[config.mk]
export PLATFORM = sky130hd
export DESIGN_NAME = multicycle_control_unit
export DESIGN_NICKNAME = d
export VERILOG_FILES = /design/src/rtl/multicycle_control_unit.sv
export SDC_FILE = /design/constraint.sdc
export NUM_CORES = 1
export LEC_CHECK = 0
export BUFFER_PORTS_ARGS = -buffer_cell sky130_fd_sc_hd__buf_2
export CAP_MARGIN = 25
export CELL_PAD_IN_SITES_DETAIL_PLACEMENT = 2
export CELL_PAD_IN_SITES_GLOBAL_PLACEMENT = 2
export CORE_MARGIN = 8
export CORE_UTILIZATION = 23
export DETAILED_ROUTE_END_ITERATION = 16
export GPL_ROUTABILITY_DRIVEN = 0
export PLACE_DENSITY = 0.81
export SYNTH_ARGS = -nofsm -noshare
export SYNTH_HDL_FRONTEND = slang
export SYNTH_SLANG_ARGS = --single-unit
[constraint.sdc]
create_clock -name clk -period 2.5 [get_ports clk]
set_input_delay 0.5 -clock clk [delete_from_list [all_inputs] [get_ports clk]]
set_output_delay 0.5 -clock clk [all_outputs]
set_load 0.01 [all_outputs]
[src/rtl/multicycle_control_unit.sv]
// Multicycle MIPS-subset control FSM with memory ready/stall handshake and illegal-op detection.
// Define CTRL_RETIRE_CNT_EN to add the retire_cnt/stall_cnt performance counters.
module multicycle_control_unit #(
   parameter int unsigned OP_W    = 6,
   parameter int unsigned FUNCT_W = 6,
   parameter int unsigned ALUC_W  = 3,
   parameter int unsigned CNT_W   = 32
) (
   input  logic               clk,
   input  logic               reset,
   input  logic [OP_W-1:0]    op,
   input  logic [FUNCT_W-1:0] funct,
   input  logic               zero,
   input  logic               mem_ready,
   output logic               pcen,
   output logic               iord,
   output logic               memwrite,
   output logic               irwrite,
   output logic               regdst,
   output logic               memtoreg,
   output logic               regwrite,
   output logic               alusrca,
   output logic [1:0]         alusrcb,
   output logic [1:0]         pcsrc,
   output logic [ALUC_W-1:0]  alucontrol,
   output logic               illegal_op,
`ifdef CTRL_RETIRE_CNT_EN
   output logic [3:0]         state,
   output logic [CNT_W-1:0]   retire_cnt,
   output logic [CNT_W-1:0]   stall_cnt
`else
   output logic [3:0]         state
`endif
);

   typedef enum logic [3:0] {
      StFetch   = 4'd0,
      StDecode  = 4'd1,
      StMemAdr  = 4'd2,
      StMemRd   = 4'd3,
      StMemWb   = 4'd4,
      StMemWr   = 4'd5,
      StExecute = 4'd6,
      StAluWb   = 4'd7,
      StBranch  = 4'd8,
      StAddiEx  = 4'd9,
      StAddiWb  = 4'd10,
      StJump    = 4'd11
   } state_e;

   // Full-width compares: upper opcode/funct bits must be zero to match.
   localparam logic [OP_W-1:0]    OpRtype = OP_W'(6'b000000);
   localparam logic [OP_W-1:0]    OpLw    = OP_W'(6'b100011);
   localparam logic [OP_W-1:0]    OpSw    = OP_W'(6'b101011);
   localparam logic [OP_W-1:0]    OpBeq   = OP_W'(6'b000100);
   localparam logic [OP_W-1:0]    OpAddi  = OP_W'(6'b001000);
   localparam logic [OP_W-1:0]    OpJ     = OP_W'(6'b000010);

   localparam logic [FUNCT_W-1:0] FnAdd   = FUNCT_W'(6'b100000);
   localparam logic [FUNCT_W-1:0] FnSub   = FUNCT_W'(6'b100010);
   localparam logic [FUNCT_W-1:0] FnAnd   = FUNCT_W'(6'b100100);
   localparam logic [FUNCT_W-1:0] FnOr    = FUNCT_W'(6'b100101);
   localparam logic [FUNCT_W-1:0] FnSlt   = FUNCT_W'(6'b101010);

   localparam logic [ALUC_W-1:0]  AlucAnd = ALUC_W'(3'b000);
   localparam logic [ALUC_W-1:0]  AlucOr  = ALUC_W'(3'b001);
   localparam logic [ALUC_W-1:0]  AlucAdd = ALUC_W'(3'b010);
   localparam logic [ALUC_W-1:0]  AlucSub = ALUC_W'(3'b110);
   localparam logic [ALUC_W-1:0]  AlucSlt = ALUC_W'(3'b111);

   state_e r_state;
   state_e w_state_next;
   logic   w_pcwrite;
   logic   w_branch;

   always_ff @(posedge clk) begin
      if (reset) begin
         r_state <= StFetch;
      end else begin
         r_state <= w_state_next;
      end
   end

   always_comb begin
      w_state_next = StFetch;
      w_pcwrite    = 1'b0;
      w_branch     = 1'b0;
      iord         = 1'b0;
      memwrite     = 1'b0;
      irwrite      = 1'b0;
      regdst       = 1'b0;
      memtoreg     = 1'b0;
      regwrite     = 1'b0;
      alusrca      = 1'b0;
      alusrcb      = 2'b00;
      pcsrc        = 2'b00;
      alucontrol   = AlucAdd;
      illegal_op   = 1'b0;
      // Reset overrides the decode so nothing is written in the reset cycle.
      if (!reset) begin
         case (r_state)
            StFetch: begin
               alusrcb      = 2'b01;
               irwrite      = mem_ready;
               w_pcwrite    = mem_ready;
               w_state_next = mem_ready ? StDecode : StFetch;
            end
            StDecode: begin
               alusrcb = 2'b11;
               if ((op == OpLw) || (op == OpSw)) begin
                  w_state_next = StMemAdr;
               end else if (op == OpRtype) begin
                  w_state_next = StExecute;
               end else if (op == OpBeq) begin
                  w_state_next = StBranch;
               end else if (op == OpAddi) begin
                  w_state_next = StAddiEx;
               end else if (op == OpJ) begin
                  w_state_next = StJump;
               end else begin
                  illegal_op   = 1'b1;
                  w_state_next = StFetch;
               end
            end
            StMemAdr: begin
               alusrca      = 1'b1;
               alusrcb      = 2'b10;
               w_state_next = (op == OpLw) ? StMemRd : StMemWr;
            end
            StMemRd: begin
               iord         = 1'b1;
               w_state_next = mem_ready ? StMemWb : StMemRd;
            end
            StMemWb: begin
               regwrite = 1'b1;
               memtoreg = 1'b1;
            end
            StMemWr: begin
               iord         = 1'b1;
               memwrite     = mem_ready;
               w_state_next = mem_ready ? StFetch : StMemWr;
            end
            StExecute: begin
               alusrca      = 1'b1;
               w_state_next = StAluWb;
               case (funct)
                  FnAdd:   alucontrol = AlucAdd;
                  FnSub:   alucontrol = AlucSub;
                  FnAnd:   alucontrol = AlucAnd;
                  FnOr:    alucontrol = AlucOr;
                  FnSlt:   alucontrol = AlucSlt;
                  default: begin
                     illegal_op   = 1'b1;
                     w_state_next = StFetch;
                  end
               endcase
            end
            StAluWb: begin
               regwrite = 1'b1;
               regdst   = 1'b1;
            end
            StBranch: begin
               alusrca    = 1'b1;
               alucontrol = AlucSub;
               pcsrc      = 2'b01;
               w_branch   = 1'b1;
            end
            StAddiEx: begin
               alusrca      = 1'b1;
               alusrcb      = 2'b10;
               w_state_next = StAddiWb;
            end
            StAddiWb: begin
               regwrite = 1'b1;
            end
            StJump: begin
               pcsrc     = 2'b10;
               w_pcwrite = 1'b1;
            end
            default: w_state_next = StFetch;
         endcase
      end
      pcen = w_pcwrite | (w_branch & zero);
   end

   assign state = reset ? StFetch : r_state;

`ifdef CTRL_RETIRE_CNT_EN
   logic             w_retire;
   logic             w_stall;
   logic [CNT_W-1:0] r_retire_cnt;
   logic [CNT_W-1:0] r_stall_cnt;

   always_comb begin
      w_retire = 1'b0;
      w_stall  = 1'b0;
      if (!reset) begin
         case (r_state)
            StMemWb, StAluWb, StBranch, StAddiWb, StJump: w_retire = 1'b1;
            StMemWr: w_retire = mem_ready;
            default: w_retire = 1'b0;
         endcase
         w_stall = !mem_ready && (r_state inside {StFetch, StMemRd, StMemWr});
      end
   end

   always_ff @(posedge clk) begin
      if (reset) begin
         r_retire_cnt <= '0;
         r_stall_cnt  <= '0;
      end else begin
         if (w_retire) r_retire_cnt <= r_retire_cnt + CNT_W'(1);
         if (w_stall)  r_stall_cnt  <= r_stall_cnt + CNT_W'(1);
      end
   end

   assign retire_cnt = r_retire_cnt;
   assign stall_cnt  = r_stall_cnt;
`endif

endmodule

Word level (Yosys, flattened, before mapping)
Index checks and enable logic that the tools add are counted.
{"block": "totals", "out_inout_bits": 20, "regBits": 4}
{"block": "classes", "reduce_logical": 8, "n_eq_ne": 21, "bitwise_logic": 2, "muxes": 45}
{"op": "6-bit == test, second input constant", "count": 7}
{"op": "4-bit one-hot mux with 7 select lines", "count": 1}
{"op": "1-bit 2-to-1 mux", "count": 25}
{"op": "4-bit 2-to-1 mux", "count": 6}
{"op": "4-bit by 3-bit == test with 1-bit output, second input constant", "count": 4}
{"op": "4-bit == test, second input constant", "count": 4}
{"op": "3-bit 2-to-1 mux", "count": 5}
{"op": "3-bit one-hot mux with 4 select lines", "count": 1}
{"op": "4-bit by 2-bit == test with 1-bit output, second input constant", "count": 2}
{"op": "6-bit by 2-bit == test with 1-bit output, second input constant", "count": 1}
{"op": "6-bit by 3-bit == test with 1-bit output, second input constant", "count": 1}
{"op": "6-bit by 4-bit == test with 1-bit output, second input constant", "count": 1}
{"op": "6-bit logical NOT", "count": 1}
{"op": "2-bit one-hot mux with 3 select lines", "count": 1}
{"op": "3-bit one-hot mux with 2 select lines", "count": 1}
{"op": "5-bit OR reduction", "count": 1}
{"op": "4-bit by 1-bit == test with 1-bit output, second input constant", "count": 1}
{"op": "4-bit logical NOT", "count": 1}
{"op": "2-bit 2-to-1 mux", "count": 2}
{"op": "1-bit one-hot mux with 2 select lines", "count": 2}
{"op": "2-bit one-hot mux with 2 select lines", "count": 1}
{"op": "2-bit OR reduction", "count": 2}
{"op": "4-bit OR reduction", "count": 1}
{"op": "3-bit OR reduction", "count": 1}
{"op": "other kinds (3)", "count": 3}

Longest topological paths before layout
Gate-level depths: netlist (run 1).
{"block": "depth", "ltp_word": 8, "depth_mapped": 6}

Least setup slack after synthesis (run 1)
OpenSTA, ideal clock, no wires.
{"block": "synth_timing", "path_kind": "input to output", "from": "in op[5]", "to": "out illegal_op", "t_arrival_ns": 1.472, "t_required_ns": 2.000, "path_buffers": 0, "cell_stages": 4, "slack_ns": 0.528, "cell_sequence": "or4_1 -> a211o_1 -> nand4_1 -> o21ai_1"}
{"block": "synth_between", "elab_chain_len": 8, "word_cells_on_any_way": 14}
{"item": "start: declaration", "line_no": "11", "rtl": "input logic [OP_W-1:0] op,"}
{"item": "6-bit by 2-bit == test with 1-bit output", "line_no": "118", "rtl": "end else if (op == OpJ) begin"}
{"item": "1-bit 2-to-1 mux", "line_no": "118"}
{"item": "1-bit 2-to-1 mux", "line_no": "116", "rtl": "end else if (op == OpAddi) begin"}
{"item": "1-bit 2-to-1 mux", "line_no": "114", "rtl": "end else if (op == OpBeq) begin"}
{"item": "1-bit 2-to-1 mux", "line_no": "112", "rtl": "end else if (op == OpRtype) begin"}
{"item": "1-bit 2-to-1 mux (*)", "line_no": "110", "rtl": "if ((op == OpLw) || (op == OpSw)) begin"}
{"item": "1-bit one-hot mux with 2 select lines (*)", "line_no": "101", "rtl": "case (r_state)"}
{"item": "1-bit 2-to-1 mux (*)", "line_no": "100", "rtl": "if (!reset) begin"}
{"item": "end: declaration", "line_no": "26", "rtl": "output logic illegal_op,"}
Mark *: on every way between the ends. The rest lies on a longest branch, timed or not.

Worst setup path in the final report (run 1)
Same ends and word-level chain as after synthesis.

==> flow_metrics.tcl, run 1 <==
set metrics [dict create \
    io_pins 36 \
    cts_num_sinks 4 \
    finalSetupViolations 0 \
    nFillCells 355 \
    startpoint "op[5]" \
    diodes 0 \
    worstMarginPinSlew_ns 0.521 \
    io_buffers 35 \
    period_share 0.899 \
    dr_total_vias 921 \
    maxSlewViolCount 0 \
    largestRegisters "r_state x4" \
    fin_tns_setup_ns 0 \
    syn_inst 102 \
    clock_skew_ns 0.00902 \
    post_drt_wl_per_cell_um 17.5 \
    timing.rr.start "r_state[1]" \
    viasPerCell 5.51 \
    antenna_found_initial 0 \
    first_global_vias 983 \
    hp-class "in2reg" \
    ir_worst_vdd_mv 0.165 \
    cts_setup_buffers 0 \
    drt_iter0_drc 31 \
    slew_headroom 0.652 \
    drtPass1Iterations 4 \
    fp-row-count 19 \
    r2r_slack_ns 0.57 \
    die_h_um 70.3 \
    p_leak_nw 0.393 \
    overflow 0 \
    area_delta_synth_final_pct 34.4 \
    largest_register_ffs 4 \
    worstSkewPairLatency_ns 0.24 \
    cellPowerDensity_nw_per_um2 244 \
    synth.distinct_cells 41 \
    cp_slowest_stage_delay_ns 0.52 \
    fin_hold_ws_ns 0.696 \
    critPathLaunchType "primary input" \
    synth.yosys.seq_area_share 0.118 \
    grt_pass1_wl_um 4730 \
    cts_tree "yes" \
    crit_path_max_fanout 5 \
    place_hpwl_um 2400 \
    cts_buffers 3 \
    crit_top_cell "buf_2" \
    cts_resized 0 \
    regMostFlops "r_state" \
    worstPathArrival_ns 1.75 \
    netlist_area_um2 677 \
    htreeDepth 1 \
    grt_setup_unrepaired "false" \
    r2r_cells 5 \
    worst_ep_required_time_ns 2.00 \
    dieArea_um2 4940 \
    drtAntennaViolNets 0 \
    clk_pin_slew_ns 0.04 \
    cts_max_path_buffers 2 \
    max_freq_mhz 445 \
    slowest_stage "or4_1" \
    grt_max_degree 17 \
    die_w_um 70.3 \
    drcViolationCount 0 \
    initial_utilization 0.243 \
    ys_seq_elements 4 \
    totalWireLength_um 2930 \
    yosysWarnings 0 \
    end_kind "primary output" \
    nNetsFinal 154 \
    maxCapViolCount 0 \
    finalHoldViolCount 0 \
    path_class "in2out" \
    syn-num-nets 118 \
    holdBufCountCts 0 \
    coreArea_um2 2780 \
    cts_root_buf "clkbuf_4" \
    syn_area_per_cell_um2 6.64 \
    path_cells "buf_2 > or4_1 > a211o_1 > nand4_1 > o21ai_1 > buf_2" \
    endpoint "illegal_op" \
    reg2reg_to "r_state[0]" \
    drive_gt1_frac 0.316 \
    min_period_ns 2.25 \
    grt_use_total 0.113 \
    status "complete, no violations" \
]
-- worst min path at each step --
stage	startpoint	endpoint	slack [ns]	cells after the start
2_1_floorplan	r_state[0]	r_state[3]	0.56	2
4_1_cts	reset	r_state[3]	0.69	2
6_report	reset	r_state[3]	0.70	2
5_1_grt	reset	r_state[3]	0.73	2
3_3_place_gp	r_state[0]	r_state[2]	0.72	2
3_5_place_dp	r_state[3]	r_state[1]	0.74	3
-- cells by family (layout without fill, tap and decap cells) --
family / Yosys count / in the layout / synth area share
xor+xnor: 3 / 3 / 0.0388
compound gates: 26 / 26 / 0.268
simple gates: 57 / 57 / 0.490
mux: 2 / 2 / 0.0296
buf+inv: 10 / 44 / 0.0554
flops: 4 / 4 / 0.118
-- synth_stat cells --
cell       instances  share of area
a2111oi_0          1          0.013
a211o_1            1          0.013
a211oi_1           2          0.022
a21oi_1            6          0.044
a22oi_1            1          0.011
a311oi_1           1          0.013
a31oi_1            1         0.0092
a41oi_1            1          0.013
and3_1             5          0.046
and3b_1            1          0.013
buf_1              1         0.0055
clkbuf_1           6          0.033
dfxtp_1            4           0.12
inv_1              3          0.017
mux2i_1            2          0.030
nand2_1            7          0.039
nand2b_1           5          0.046
nand3_1            3          0.022
nand4_1            3          0.028
nor2_1             6          0.033
nor2_2             1         0.0092
nor2b_1            8          0.074
nor3_1             4          0.030
nor3b_1            5          0.055
nor4_1             2          0.018
o2111ai_1          1          0.013
o211ai_1           1          0.011
o21a_1             1          0.011
o21ai_0            3          0.022
o21ai_1            1         0.0074
o221a_2            1          0.017
o22a_1             1          0.013
o31ai_1            2          0.022
o41ai_1            1          0.013
or2_0              1         0.0092
or2b_1             1          0.011
or3_1              2          0.018
or4_1              2          0.022
or4b_1             1          0.015
xnor2_1            2          0.026
xor2_1             1          0.013
-- worst max-delay path, delay by kind of cell --
family                 cells  cell delay [ns]
buffers and inverters      2             0.26
AND/OR/NAND/NOR            2             0.61
AO/OA/AOI/OAI              2             0.38
-- cell usage in the layout (no fill, tap or decap), types with 2 or more instances in the layout --
cell	n
a211oi_1	2
a21oi_1	6
and3_1	5
buf_2	35
buf_4	3
clkbuf_4	3
dfxtp_1	4
inv_1	3
mux2i_1	2
nand2_1	7
nand2b_1	5
nand3_1	3
nand4_1	3
nor2_1	6
nor2b_1	8
nor3_1	4
nor3b_1	5
nor4_1	2
o21ai_0	3
o31ai_1	2
or3_1	2
or4_1	2
xnor2_1	2
-- through the flow --
| step | cells | cell area (um2) | power (mW) | setup WS [ns] | utilization |
|---|---|---|---|---|---|
| 6_report | 167 | 910 | 0.222 | 0.252 | 0.327 |
| 4_1_cts | 167 | 910 | 0.225 | 0.244 | 0.327 |
| 3_5_place_dp | 164 | 887 | 0.143 | 0.249 | 0.319 |
| 3_3_place_gp | 164 | 887 | 0.139 | 0.296 | 0.319 |
| 5_1_grt | 167 | 910 | 0.235 | 0.184 | 0.327 |
| 2_1_floorplan | 102 | 677 | 0.107 | 0.528 | - |
-- area by class of cell --
class,instances,area [um2],share of cell area
inverter,3,11.3,0.0124
timing repair buffer,38,198,0.217
clock buffer,3,22.5,0.0248
tap,31,38.8,0.0426
multi-input combinational,88,559,0.615
sequential,4,80.1,0.0880
-- power breakdown --
part           switching [mW]  internal, mW
Clock                  0.0269        0.0537
Combinational          0.0403        0.0298
Sequential            0.00533        0.0657
-- per-layer routing --
metal | global-route usage | up-vias | share of wire
met1 | 0.129 | 435 | 0.46
li1 | - | 455 | -
met4 | 0.0268 | 0 | 0.0075
met3 | 0.0311 | 4 | 0.052
met5 | 0 | - | 0
met2 | 0.199 | 27 | 0.48
Note: power is estimated with default switching activity, not from simulation.
==> run 2: changes to the inputs <==
--- a/config.mk
+++ b/config.mk
@@ -9,6 +9,7 @@
 export CAP_MARGIN = 25
 export CELL_PAD_IN_SITES_DETAIL_PLACEMENT = 2
 export CELL_PAD_IN_SITES_GLOBAL_PLACEMENT = 2
+export CORE_ASPECT_RATIO = 1.5
 export CORE_MARGIN = 8
 export CORE_UTILIZATION = 23
 export DETAILED_ROUTE_END_ITERATION = 16
==> run 2 against run 1 <==
Against the previous run:
- clock-buffer cell count unchanged
- flip-flop and latch count unchanged
- first-iteration DRC count down 61%
- largest power group unchanged
- clock skew down 0.0085 ns
- critical path type unchanged
- fmax is 0.50% lower
- register-to-register slack about the same
- non-clock buffer count rose by 1
- utilization grew 0.45 points
- worst setup slack got worse by 0.011 ns
- cell count up 5.4%
==> flow_metrics.tcl, run 2 (same netlist as run 1, synthesis figures left out) <==
set metrics [dict create \
    fin_tns_setup_ns 0 \
    dieArea_um2 4970 \
    place_hpwl_um 2630 \
    slowest_stage "or4_1" \
    initial_utilization 0.237 \
    htreeDepth 1 \
    finalSetupViolations 0 \
    timing.rr.start "r_state[1]" \
    maxSlewViolCount 0 \
    drt_iter0_drc 12 \
    path_class "in2out" \
    p_seq_frac 0.258 \
    final_common_cell "buf_2" \
    drtAntennaViolNets 0 \
    hp-class "reg2reg" \
    cts_tree "yes" \
    p_leak_nw 0.407 \
    cts_max_path_buffers 2 \
    critPathLaunchType "primary input" \
    min_period_ns 2.26 \
    startpoint "op[5]" \
    worstMarginPinSlew_ns 0.477 \
    cp_slowest_stage_delay_ns 0.52 \
    maxCapViolCount 0 \
    clock_power_share 0.478 \
    first_global_vias 1017 \
    holdBufCountCts 0 \
    worst_ep_required_time_ns 2.00 \
    cts_num_sinks 4 \
    die_w_um 60.3 \
    grt_use_total 0.129 \
    p_int_mw 0.198 \
    area_delta_synth_final_pct 39.7 \
    ir_worst_vdd_mv 0.145 \
    p_sw_mw 0.0775 \
    grt_max_degree 17 \
    worstSkewPairLatency_ns 0.21 \
    p_sw_frac 0.281 \
    hold_start "r_state[2]" \
    period_share 0.904 \
    drcViolationCount 0 \
    post_drt_wl_per_cell_um 18.1 \
    combPwrFrac 0.264 \
    fp-row-count 24 \
    drtPass1Iterations 3 \
    clock_skew_ns 0.000499 \
    antenna_found_initial 0 \
    end_kind "primary output" \
    io_pins 36 \
    cellPowerDensity_nw_per_um2 291 \
    totalWireLength_um 3190 \
    slew_headroom 0.674 \
    cts_buffers 3 \
    nNetsFinal 155 \
    cts_setup_buffers 0 \
    dp.cells 173 \
    cts_resized 0 \
    viasPerCell 5.23 \
    crit_buf_inv 2 \
    drive_gt1_frac 0.321 \
    largest_register_ffs 4 \
    cpLargestDelayFamily "simple AND/OR/NAND/NOR gates" \
    grt_setup_unrepaired "false" \
    diodes 0 \
    fin_cells 176 \
    max_freq_mhz 443 \
    dr_total_vias 920 \
    crit_top_cell "buf_2" \
    grt_pass1_wl_um 5080 \
    final_cell_mix "35 x buf_2, 8 x nor2b_1, 7 x nand2_1" \
    cts_root_buf "clkbuf_8" \
    worstPathArrival_ns 1.76 \
    regMostFlops "r_state" \
    coreArea_um2 2850 \
    crit_path_max_fanout 5 \
    io_buffers 35 \
    overflow 0 \
    finalHoldViolCount 0 \
    status "complete, no violations" \
    clk_pin_slew_ns 0.03 \
    path_cells "buf_2 > or4_1 > a211o_1 > nand4_1 > o21ai_1 > buf_2" \
    largestRegisters "r_state x4" \
    die_h_um 82.4 \
]
-- run 2: cell count changes in the layout (fill, tap and decap cells not counted) --
cell	before	now
clkbuf_8	0	3
buf_4	3	4
clkbuf_4	3	0
-- run 2: power groups by stage --
stage                     clock [mW]  sequential (mW)  combinational [mW]
after floorplan                    0           0.0676              0.0391
after global placement             0           0.0718              0.0677
after detailed placement           0           0.0719              0.0725
after CTS                      0.132           0.0712              0.0733
after global routing           0.142           0.0719              0.0796
final                          0.132           0.0710              0.0728
-- run 2: stage by stage --
step	setup WS, ns	utilization	area (um2)	total power, mW	hold slack (ns)
2_1_floorplan	0.528	-	677	0.107	0.558
3_3_place_gp	0.270	0.317	905	0.139	0.644
3_5_place_dp	0.234	0.317	905	0.144	0.635
4_1_cts	0.230	0.332	946	0.277	0.641
5_1_grt	0.213	0.332	946	0.293	0.717
6_report	0.240	0.332	946	0.276	0.643
-- run 2: worst reg2reg max path, cell delays in order, from the launching register on --
cell and delay [ns]:
dfxtp_1 0.40, buf_4 0.21, or4b_1 0.54, or4_1 0.49
o221a_2 0.15, nor2_2 0.08
-- run 2: worst paths after layout --
check                                   to  slack, ns  cells after the start
worst max-delay path            illegal_op       0.24                      6
worst min-delay path            r_state[2]       0.64                      2
worst max register to register  r_state[0]       0.56                      5
worst min register to register  r_state[2]       0.64                      2
-- run 2: cell type report --
cell class | instances | area, um2
Fill cell | 372 | 1910
Multi-Input combinational cell | 88 | 559
Timing Repair Buffer | 39 | 205
Sequential cell | 4 | 80.1
Tap cell | 39 | 48.8
Clock buffer | 3 | 41.3
Inverter | 3 | 11.3
-- run 2: metal layers --
metal | part of all wire | routed length, um | global-route usage | vias up
li1 | - | - | - | 453
met1 | 0.38 | 1230 | 0.127 | 438
met2 | 0.55 | 1770 | 0.265 | 29
met3 | 0.061 | 196 | 0.0279 | 0
met4 | 0 | 0 | 0.0144 | 0
met5 | 0 | 0 | 0 | -
